==> src/rtl/axis_packet_mux_n.sv <==
// N-input AXI-Stream packet multiplexer. It forwards whole packets from one granted input,
// chosen by a config-selected or round-robin arbiter, through a 2-entry registered skid buffer.
module axis_packet_mux_n #(
    parameter int NUM_CH              = 4,
    parameter int DATA_WIDTH_IN_BYTES = 4,
    parameter int ARB_MODE            = 0,
    localparam int DW                 = 8 * DATA_WIDTH_IN_BYTES,
    localparam int CH_W               = $clog2(NUM_CH)
) (
    input  logic                   ACLK,
    input  logic                   ARESETn,
    input  logic [7:0]             s_axis_tdata_sel,
    input  logic                   s_axis_tvalid_sel,
    output logic                   s_axis_tready_sel,
    input  logic [NUM_CH*DW-1:0]   s_axis_tdata,
    input  logic [NUM_CH-1:0]      s_axis_tvalid,
    input  logic [NUM_CH-1:0]      s_axis_tlast,
    output logic [NUM_CH-1:0]      s_axis_tready,
    output logic [DW-1:0]          m_axis_tdata,
    output logic                   m_axis_tvalid,
    output logic                   m_axis_tlast,
    input  logic                   m_axis_tready,
    output logic                   RDY,
    output logic                   busy,
    output logic [CH_W-1:0]        active_ch
);

    localparam logic [0:0]    ST_IDLE    = 1'b0;
    localparam logic [0:0]    ST_PASS    = 1'b1;
    localparam logic [7:0]    NUM_CH_SEL = 8'(NUM_CH);
    localparam logic [CH_W:0] NUM_CH_RR  = (CH_W+1)'(NUM_CH);

    logic [0:0]        r_state;
    logic [0:0]        w_state_next;
    logic [7:0]        r_select;
    logic [7:0]        w_select_next;
    logic              r_pend_valid;
    logic              w_pend_valid_next;
    logic [7:0]        r_pend_sel;
    logic [7:0]        w_pend_sel_next;
    logic              r_tready_sel;
    logic              r_rdy;
    logic [CH_W-1:0]   r_grant;
    logic [CH_W-1:0]   w_grant_next;
    logic [NUM_CH-1:0] r_s_tready;
    logic [NUM_CH-1:0] w_s_tready_next;
    logic [DW-1:0]     r_skid_data0;
    logic [DW-1:0]     r_skid_data1;
    logic              r_skid_last0;
    logic              r_skid_last1;
    logic [1:0]        r_skid_valid;
    logic [1:0]        w_skid_valid_next;

    logic [DW-1:0]     w_ch_data [NUM_CH];
    logic [CH_W-1:0]   w_sel_ch;
    logic              w_sel_ok;
    logic              w_in_fire;
    logic              w_in_last;
    logic [DW-1:0]     w_in_data;
    logic              w_out_fire;
    logic              w_rr_found;
    logic [CH_W-1:0]   w_rr_ch;
    logic [CH_W:0]     w_rr_sum;

    for (genvar gi = 0; gi < NUM_CH; gi++) begin : g_ch_data
        assign w_ch_data[gi] = s_axis_tdata[gi*DW +: DW];
    end

    // The range test guards the one cycle where select has just changed but RDY has not caught up.
    assign w_sel_ch   = r_select[CH_W-1:0];
    assign w_sel_ok   = r_rdy && (r_select < NUM_CH_SEL);
    assign w_in_fire  = |(r_s_tready & s_axis_tvalid);
    assign w_in_last  = s_axis_tlast[r_grant];
    assign w_in_data  = w_ch_data[r_grant];
    assign w_out_fire = r_skid_valid[0] && m_axis_tready;

    // Scan from the farthest candidate to the nearest so the nearest valid channel wins.
    always_comb begin
        w_rr_found = 1'b0;
        w_rr_ch    = r_grant;
        w_rr_sum   = '0;
        for (int i = NUM_CH; i >= 1; i--) begin
            w_rr_sum = {1'b0, r_grant} + (CH_W+1)'(i);
            if (w_rr_sum >= NUM_CH_RR) begin
                w_rr_sum = w_rr_sum - NUM_CH_RR;
            end
            if (s_axis_tvalid[w_rr_sum[CH_W-1:0]]) begin
                w_rr_found = 1'b1;
                w_rr_ch    = w_rr_sum[CH_W-1:0];
            end
        end
    end

    always_comb begin
        w_state_next      = r_state;
        w_select_next     = r_select;
        w_grant_next      = r_grant;
        w_pend_valid_next = r_pend_valid;
        w_pend_sel_next   = r_pend_sel;
        if (ARB_MODE == 0 && s_axis_tvalid_sel && r_tready_sel) begin
            w_pend_valid_next = 1'b1;
            w_pend_sel_next   = s_axis_tdata_sel;
        end
        case (r_state)
            ST_IDLE: begin
                if (ARB_MODE == 0) begin
                    if (r_pend_valid) begin
                        w_select_next     = r_pend_sel;
                        w_pend_valid_next = 1'b0;
                    end else if (w_sel_ok && s_axis_tvalid[w_sel_ch]) begin
                        w_grant_next = w_sel_ch;
                        w_state_next = ST_PASS;
                    end
                end else if (w_rr_found) begin
                    w_grant_next = w_rr_ch;
                    w_state_next = ST_PASS;
                end
            end
            default: begin
                if (w_in_fire && w_in_last) begin
                    w_state_next = ST_IDLE;
                end
            end
        endcase
    end

    // Input ready is registered, so it is derived from the occupancy the skid will have next cycle.
    always_comb begin
        w_skid_valid_next = r_skid_valid;
        case ({w_in_fire, w_out_fire})
            2'b10: begin
                if (r_skid_valid[0]) begin
                    w_skid_valid_next[1] = 1'b1;
                end else begin
                    w_skid_valid_next[0] = 1'b1;
                end
            end
            2'b01:   w_skid_valid_next = {1'b0, r_skid_valid[1]};
            default: w_skid_valid_next = r_skid_valid;
        endcase
        w_s_tready_next = '0;
        if (w_state_next == ST_PASS && !(&w_skid_valid_next)) begin
            w_s_tready_next[w_grant_next] = 1'b1;
        end
    end

    always_ff @(posedge ACLK or negedge ARESETn) begin
        if (!ARESETn) begin
            r_state      <= ST_IDLE;
            r_select     <= '0;
            r_pend_valid <= 1'b0;
            r_pend_sel   <= '0;
            r_tready_sel <= 1'b0;
            r_rdy        <= 1'b1;
            r_grant      <= '0;
            r_s_tready   <= '0;
            r_skid_data0 <= '0;
            r_skid_data1 <= '0;
            r_skid_last0 <= 1'b0;
            r_skid_last1 <= 1'b0;
            r_skid_valid <= '0;
        end else begin
            r_state      <= w_state_next;
            r_select     <= w_select_next;
            r_pend_valid <= w_pend_valid_next;
            r_pend_sel   <= w_pend_sel_next;
            r_tready_sel <= (ARB_MODE != 0) ? 1'b1 : !w_pend_valid_next;
            r_rdy        <= (ARB_MODE != 0) ? 1'b1 : (r_select < NUM_CH_SEL);
            r_grant      <= w_grant_next;
            r_s_tready   <= w_s_tready_next;
            r_skid_valid <= w_skid_valid_next;
            if (w_in_fire) begin
                if (w_out_fire && r_skid_valid[1]) begin
                    r_skid_data0 <= r_skid_data1;
                    r_skid_last0 <= r_skid_last1;
                    r_skid_data1 <= w_in_data;
                    r_skid_last1 <= w_in_last;
                end else if (w_out_fire || !r_skid_valid[0]) begin
                    r_skid_data0 <= w_in_data;
                    r_skid_last0 <= w_in_last;
                end else begin
                    r_skid_data1 <= w_in_data;
                    r_skid_last1 <= w_in_last;
                end
            end else if (w_out_fire) begin
                r_skid_data0 <= r_skid_data1;
                r_skid_last0 <= r_skid_last1;
            end
        end
    end

    assign s_axis_tready_sel = r_tready_sel;
    assign s_axis_tready     = r_s_tready;
    assign m_axis_tdata      = r_skid_data0;
    assign m_axis_tvalid     = r_skid_valid[0];
    assign m_axis_tlast      = r_skid_last0;
    assign RDY               = r_rdy;
    assign busy              = (r_state == ST_PASS);
    assign active_ch         = r_grant;

endmodule

==> config.mk <==
export PLATFORM = sky130hd
export DESIGN_NAME = axis_packet_mux_n
export DESIGN_NICKNAME = d
export VERILOG_FILES = /design/src/rtl/axis_packet_mux_n.sv
export SDC_FILE = /design/constraint.sdc
export NUM_CORES = 1
export LEC_CHECK = 0
export ABC_AREA = 1
export CORE_MARGIN = 4
export CORE_UTILIZATION = 45
export DETAILED_ROUTE_END_ITERATION = 10
export GPL_TIMING_DRIVEN = 0
export MAX_ROUTING_LAYER = met4
export PLACE_DENSITY = 0.8
export SETUP_SLACK_MARGIN = 0.1
export SLEW_MARGIN = 20
export SYNTH_ARGS = -nofsm -noshare
export SYNTH_HDL_FRONTEND = slang
export SYNTH_SLANG_ARGS = --single-unit
==> constraint.sdc <==
create_clock -name ACLK -period 1.9 [get_ports ACLK]
set_clock_uncertainty 0.1 [all_clocks]
set_input_delay 0.19 -clock ACLK [delete_from_list [all_inputs] [get_ports ACLK]]
set_output_delay 0.19 -clock ACLK [all_outputs]
set_load 0.05 [all_outputs]
==> results of run 1 <==
-- synth_stat cells --
library cell	n	area [sq um]
a211oi_1	1	7.51
a21oi_1	3	15.0
buf_2	8	40.0
buf_4	5	37.5
buf_6	18	203
clkbuf_1	10	37.5
clkbuf_2	1	5.00
clkbuf_8	1	13.8
clkinv_1	1	3.75
dfrtp_1	93	2330
dfstp_2	1	26.3
ha_1	3	37.5
inv_1	114	428
inv_2	2	7.51
mux2_2	8	90.1
nand2_1	312	1170
nand2_2	4	25.0
nand3_1	10	50.1
nor2_1	18	67.6
nor2_2	1	6.26
nor2_4	4	45.0
nor2_8	1	20.0
o211ai_1	64	480
o21ai_0	8	40.0
o21ai_1	61	305
o21ai_2	2	17.5
o21bai_1	1	7.51
-- sequential cells by signal, indices dropped and copies added, names as in the netlist, 2 cells and up --
name           cells
m_axis_tdata      32
r_skid_data1      32
r_pend_sel         8
active_ch          2
s_axis_tready      4
r_skid_valid       2
r_select           8
-- cell families after synthesis --
group	Yosys count
AOI/OAI and AO/OA	140
DFF	94
buffers and inverters	160
muxes	8
adders and majority gates	3
and+or+nand+nor	350
-- stage by stage --
stage | cells | power (mW) | hold slack (ns) | utilization [%]
3_3_place_gp | 1092 | 9.68 | 0.353 | 63.4
3_5_place_dp | 1093 | 9.81 | 0.0336 | 63.7
2_1_floorplan | 755 | 7.70 | -0.206 | -
4_1_cts | 1111 | 11.4 | 0.229 | 65.9
5_1_grt | 1114 | 12.2 | 0.263 | 66.4
6_report | 1114 | 11.4 | 0.222 | 66.4
-- repair_timing --
action	in CTS	in global routing
hold buffers	1	0
cloned	0	0
hold endpoints to repair	42	0
endpoints found under the setup margin	80	34
resized for setup	48	27
buffers inserted	1	2
pin swaps	1	7
-- power breakdown --
group | switching, mW | internal (mW) | leakage (nW)
combinational | 4.13 | 2.14 | 2.85
sequential | 0.401 | 2.95 | 1.14
clock | 0.751 | 1.05 | 0.143
-- area by class of cell --
type	count	area, sq um
Clock buffer	12	246
Multi-Input combinational cell	501	2420
Timing Repair Buffer	195	1910
Antenna cell	1	2.50
Tap cell	147	184
Fill cell	1044	4030
Clock inverter	4	47.5
Buffer	43	358
Inverter	117	447
Sequential cell	94	2360
-- worst paths after layout --
kind                                             from                           end  slack (ns)  cells past startpoint
setup / recovery                        RDY$_DFF_PN1_                           RDY        0.19                      1
hold / removal                                ARESETn  r_skid_data1[27]$_DFFE_PN0P_        0.22                      2
setup reg to reg           s_axis_tready[0]$_DFF_PN0_  m_axis_tdata[21]$_DFFE_PN0P_        0.19                     10
hold reg to reg             r_pend_sel[2]$_DFFE_PN0P_       r_select[2]$_DFFE_PN0P_        0.37                      2
max in group asynchronous                     ARESETn                 RDY$_DFF_PN1_        0.82                      3
min in group ACLK                 s_axis_tdata_sel[5]     r_pend_sel[5]$_DFFE_PN0P_        0.35                      2
-- routing by layer --
layer | global-route usage [%] | wire (um) | share of wire (%) | vias to the layer above
met5 | - | 0 | 0 | -
met4 | 8.33 | 332 | 2.0 | 0
met3 | 5.89 | 1110 | 6.7 | 26
met2 | 39.9 | 8190 | 49 | 182
met1 | 30.2 | 6980 | 42 | 2544
li1 | - | - | - | 2781
==> key figures, run 1 <==
CTS
  – Clock slew seen by the registers of the worst setup and hold paths: 0.06 ns
  – CTS Sinks: 94
  – Root Buffer: clkbuf_16
  – Cts bufs inserted: 9
  – Max clock buf depth: 2
  – H-Tree Depth: 3
  – CTS tree: yes
  – Worst skew pair latency: 0.35 ns

Outcome
  – Status: finished clean

Power
  – Power Density: 1430 nW/um^2
  – Peak supply drop: 0.000765 V
  – Pleak: 4.13 nW

Die
  – Chip Width: 119 um
  – Initial Utilization: 45.9%
  – Die area: 14100 sq um
  – Die Span Y: 119 um
  – FP Rows: 40
  – Core Box Area: 12000 sq um
  – I/O pin cnt: 191

Placed design
  – Final HPWL DP: 12600 um
  – I/O Buffers: 190
  – Place WS: -0.179 ns
  – Placement Cell Area: 7650 sq um
  – Routability cong.: 0.796

Timing
  – Max frequency: 0.583 GHz
  – Setup TNS: 0 ns
  – Final Cycle Share: 90.2%
  – RSZ-0062 raised after global routing: yes
  – Fin. Hold Viols: 0
  – Final Slew Violations: 0
  – Period minus WS final: 1.71 ns
  – Slew HR: 63.5%
  – Worst setup margin: 0.185 ns
  – Actual slew at the worst max-slew pin: 0.549 ns
  – # setup viols final: 0

Worst hold path
  – Hold crit path type: in -> async

Logic synthesis
  – Syn_nets: 906
  – Mapped cell area: 5520 sq um
  – Mapped Cells: 755
  – Adder-Cell Fraction of Synth Area: 0.681%
  – Sequential area share after synthesis: 42.7%
  – Yosys warning count: 0
  – Post-synthesis compound-gate area fraction: 15.8%
  – XOR/XNOR Fraction of Synth Area: 0%
  – Post-synthesis mux area share: 1.63%
  – Synthesized flop and latch total: 94
  – Post-synth cell types: 27
  – Largest family of logic cells by synthesized area: simple AND/OR/NAND/NOR gates
  – Synth Area in Simple Gates: 25.1%
  – Avg Inst Size Synth: 7.31 sq um

Route
  – Residual DRC: 0
  – Drt initial violations: 365
  – DR vias: 5533
  – DR vias/cell: 4.97
  – Final ANT Viol Nets: 0
  – Pre-Repair DR Iteration Count: 5
  – Aggregate routed wire length: 16600 um
  – WL/cell: 14.9 um

Worst setup path
  – Critical-path top delay cell: dlygate4sd2_1
  – Crit Path Max Fanout: 2
  – Crit Path Class: reg -> out
  – Slowest cell delay on critical path: 0.55 ns
  – CP bufs+invs: 1
  – Critical path's top delay family: buffers and inverters
  – Worst Setup Start Kind: flop
  – CP cell instances: dlygate4sd2_1
  – Crit path arrival time: 1.42 ns
  – Critical path endpoint category: output pin
  – Req. time, crit path: 1.61 ns

Global routing
  – GR Overflow Total: 0
  – Largest net degree at the start of global routing: 53
  – First-pass GRT wire length: 26900 um
  – Initial antenna violation count: 1
  – Vias in the first global route: 5348
  – GRT Overall Usage: 24.6%

Cells and area
  – Layout cells sized above 1: 10.1%
  – Nets: 1112
  – Commonest non-fill, non-tap cell in the layout: nand2_1
  – Cell area after layout: 7980 sq um
  – Layout area overhead: 44.7%
  – Leading cell types in the layout, fill and taps excluded: 308 x nand2_1, 146 x clkdlybuf4s50_1, 113 x inv_1

Flow run
  – Max-cap violations: 0
(Power assumes the default switching activity.)
==> run 2, diff against run 1 <==
- GPL_ROUTABILITY_DRIVEN: default -> 0
- TNS_END_PERCENT: default -> 10
==> run 2 against run 1 <==
  * Clock-buffer cell count is the same
  * Via count down 0.96%
  * Critical path depth unchanged
  * Die area stayed put
  * First-iteration DRC count decreased by 15%
  * Total power rose by 2.4%
  * Utilization up 0.41 points
  * Clock power barely moved
  * Design area is 0.61% higher
  * Global-route usage is the same
  * Largest cell class unchanged
==> key figures, run 2 (synthesis results as in run 1) <==
Outcome
  – Status: finished clean

Global routing
  – GR Overflow Total: 0
  – Largest net degree at the start of global routing: 53
  – Vias in the first global route: 5347
  – Initial antenna violation count: 1
  – GRT Overall Usage: 24.6%
  – First-pass GRT wire length: 26900 um

Die
  – I/O pin cnt: 191
  – Die area: 14100 sq um
  – Die Span Y: 119 um
  – Chip Width: 119 um
  – Core Box Area: 12000 sq um
  – Initial Utilization: 45.9%
  – FP Rows: 40

Worst setup path
  – Worst Setup Start Kind: flop
  – Critical-path top delay cell: clkdlybuf4s50_1
  – FF-to-FF End: m_axis_tdata[20]$_DFFE_PN0P_
  – Slowest cell delay on critical path: 0.82 ns
  – Crit Path Class: reg -> out
  – Crit path depth: 1
  – Critical Path Source: r_skid_valid[0]$_DFF_PN0_
  – Reg2Reg Depth: 9
  – Reg-to-Reg Start: active_ch[1]$_DFF_PN0_
  – CP cell instances: clkdlybuf4s50_1
  – Critical path endpoint category: output pin
  – Req. time, crit path: 1.61 ns
  – Crit Path Max Fanout: 4
  – Crit path arrival time: 1.57 ns
  – CP bufs+invs: 1
  – CP endpoint: m_axis_tvalid
  – Critical path's top delay family: buffers and inverters
  – Worst R2R Setup Slack: 0.13 ns

Timing
  – Setup TNS: 0 ns
  – Period minus WS final: 1.86 ns
  – RSZ-0062 raised after global routing: yes
  – Max frequency: 0.537 GHz
  – Slew HR: 62.9%
  – Fin. Hold Viols: 0
  – Final Slew Violations: 0
  – # setup viols final: 0
  – Actual slew at the worst max-slew pin: 0.555 ns
  – Final Cycle Share: 98.0%

Placed design
  – I/O Buffers: 190
  – Final HPWL DP: 12600 um
  – DP Cell Count: 1093

Power
  – Pleak: 4.03 nW
  – Power Total: 11.7 mW
  – Power Density: 1460 nW/um^2
  – Peak supply drop: 0.000798 V

CTS
  – Root Buffer: clkbuf_16
  – CTS tree: yes
  – Cts bufs inserted: 9
  – CTS Sinks: 94
  – H-Tree Depth: 3
  – Clock slew seen by the registers of the worst setup and hold paths: 0.06 ns
  – Max clock buf depth: 2
  – Worst skew pair latency: 0.35 ns

Route
  – Final ANT Viol Nets: 0
  – Aggregate routed wire length: 16600 um
  – DR vias: 5480
  – Residual DRC: 0
  – WL/cell: 14.9 um
  – Pre-Repair DR Iteration Count: 5
  – Drt initial violations: 309
  – DR vias/cell: 4.92

Cells and area
  – Cell Count, Final, Fillers Out: 1114
  – Nets: 1112
  – FILL cells: 1025
  – Commonest non-fill, non-tap cell in the layout: nand2_1
  – Area of the multi-input gates: 2410 sq um
  – Layout cells sized above 1: 9.73%
  – Register area: 2360 sq um
  – Layout area overhead: 45.6%
  – Leading cell types in the layout, fill and taps excluded: 310 x nand2_1, 186 x clkdlybuf4s50_1, 113 x inv_1

Flow run
  – Max-cap violations: 0

Worst hold path
  – Hold crit path type: in -> async
[run 2: per-layer routing]
metal	wire length, um	share of wire (%)	vias up	global-route usage [%]
met1	7000	42	2507	30.1
met2	8190	49	165	40.0
met3	1100	6.6	26	5.89
met4	333	2.0	0	8.33
li1	-	-	2782	-
met5	0	0	-	-
[run 2: worst reg2reg max path, stage by stage (launching register included)]
cell and delay, ns:
dfrtp_1 0.37, buf_4 0.19, clkinv_2 0.17, buf_2 0.24
o211ai_1 0.17, nand2_1 0.14, nand2_1 0.08, o21ai_1 0.07
nand2_1 0.09, nand2_1 0.05
[run 2: power breakdown]
part | total (mW) | internal [mW] | switching [mW] | leakage, nW
registers | 3.37 | 2.95 | 0.417 | 1.14
logic | 6.52 | 2.39 | 4.13 | 2.74
clock network | 1.81 | 1.05 | 0.756 | 0.143
total | 11.7 | 6.39 | 5.30 | 4.03
[run 2: layout make-up]
cell class                 instances  area share (%)
antenna                            1          0.0312
buffer                            43            4.49
clock buffer                      12            3.07
clock inverter                     4           0.592
inverter                         117            5.58
multi-input combinational        501            30.0
sequential                        94            29.4
tap                              147            2.29
timing repair buffer             195            24.5
[run 2: repair_timing]
item,CTS,global route
pin swaps,0,8
buffers inserted,0,3
endpoints found under the hold margin,42,0
setup endpoints to repair,80,84
hold buffers,1,0
gates resized for setup,6,28
[run 2: metrics by stage]
step                      hold WS [ns]  utilization (%)  cell area [sq um]  worst slack, ns
after floorplan                 -0.206                -               5530            0.112
final                            0.223             66.8               8030           0.0382
after detailed placement        0.0336             63.7               7650           -0.179
after CTS                        0.229             66.2               7960           0.0185
after global routing             0.263             66.8               8030          0.00448
after global placement           0.353             63.4               7620            -3.33
[run 2: how the worst min path moves through the flow]
stage | to | slack (ns) | depth (start not counted)
global route | m_axis_tdata[24]$_DFFE_PN0P_ | 0.26 | 2
floorplan | active_ch[0]$_DFF_PN0_ | -0.21 | 0
finish | r_skid_data1[27]$_DFFE_PN0P_ | 0.22 | 2
global placement | r_select[2]$_DFFE_PN0P_ | 0.35 | 2
CTS | m_axis_tdata[28]$_DFFE_PN0P_ | 0.23 | 2
detailed placement | m_axis_tdata[28]$_DFFE_PN0P_ | 0.03 | 1
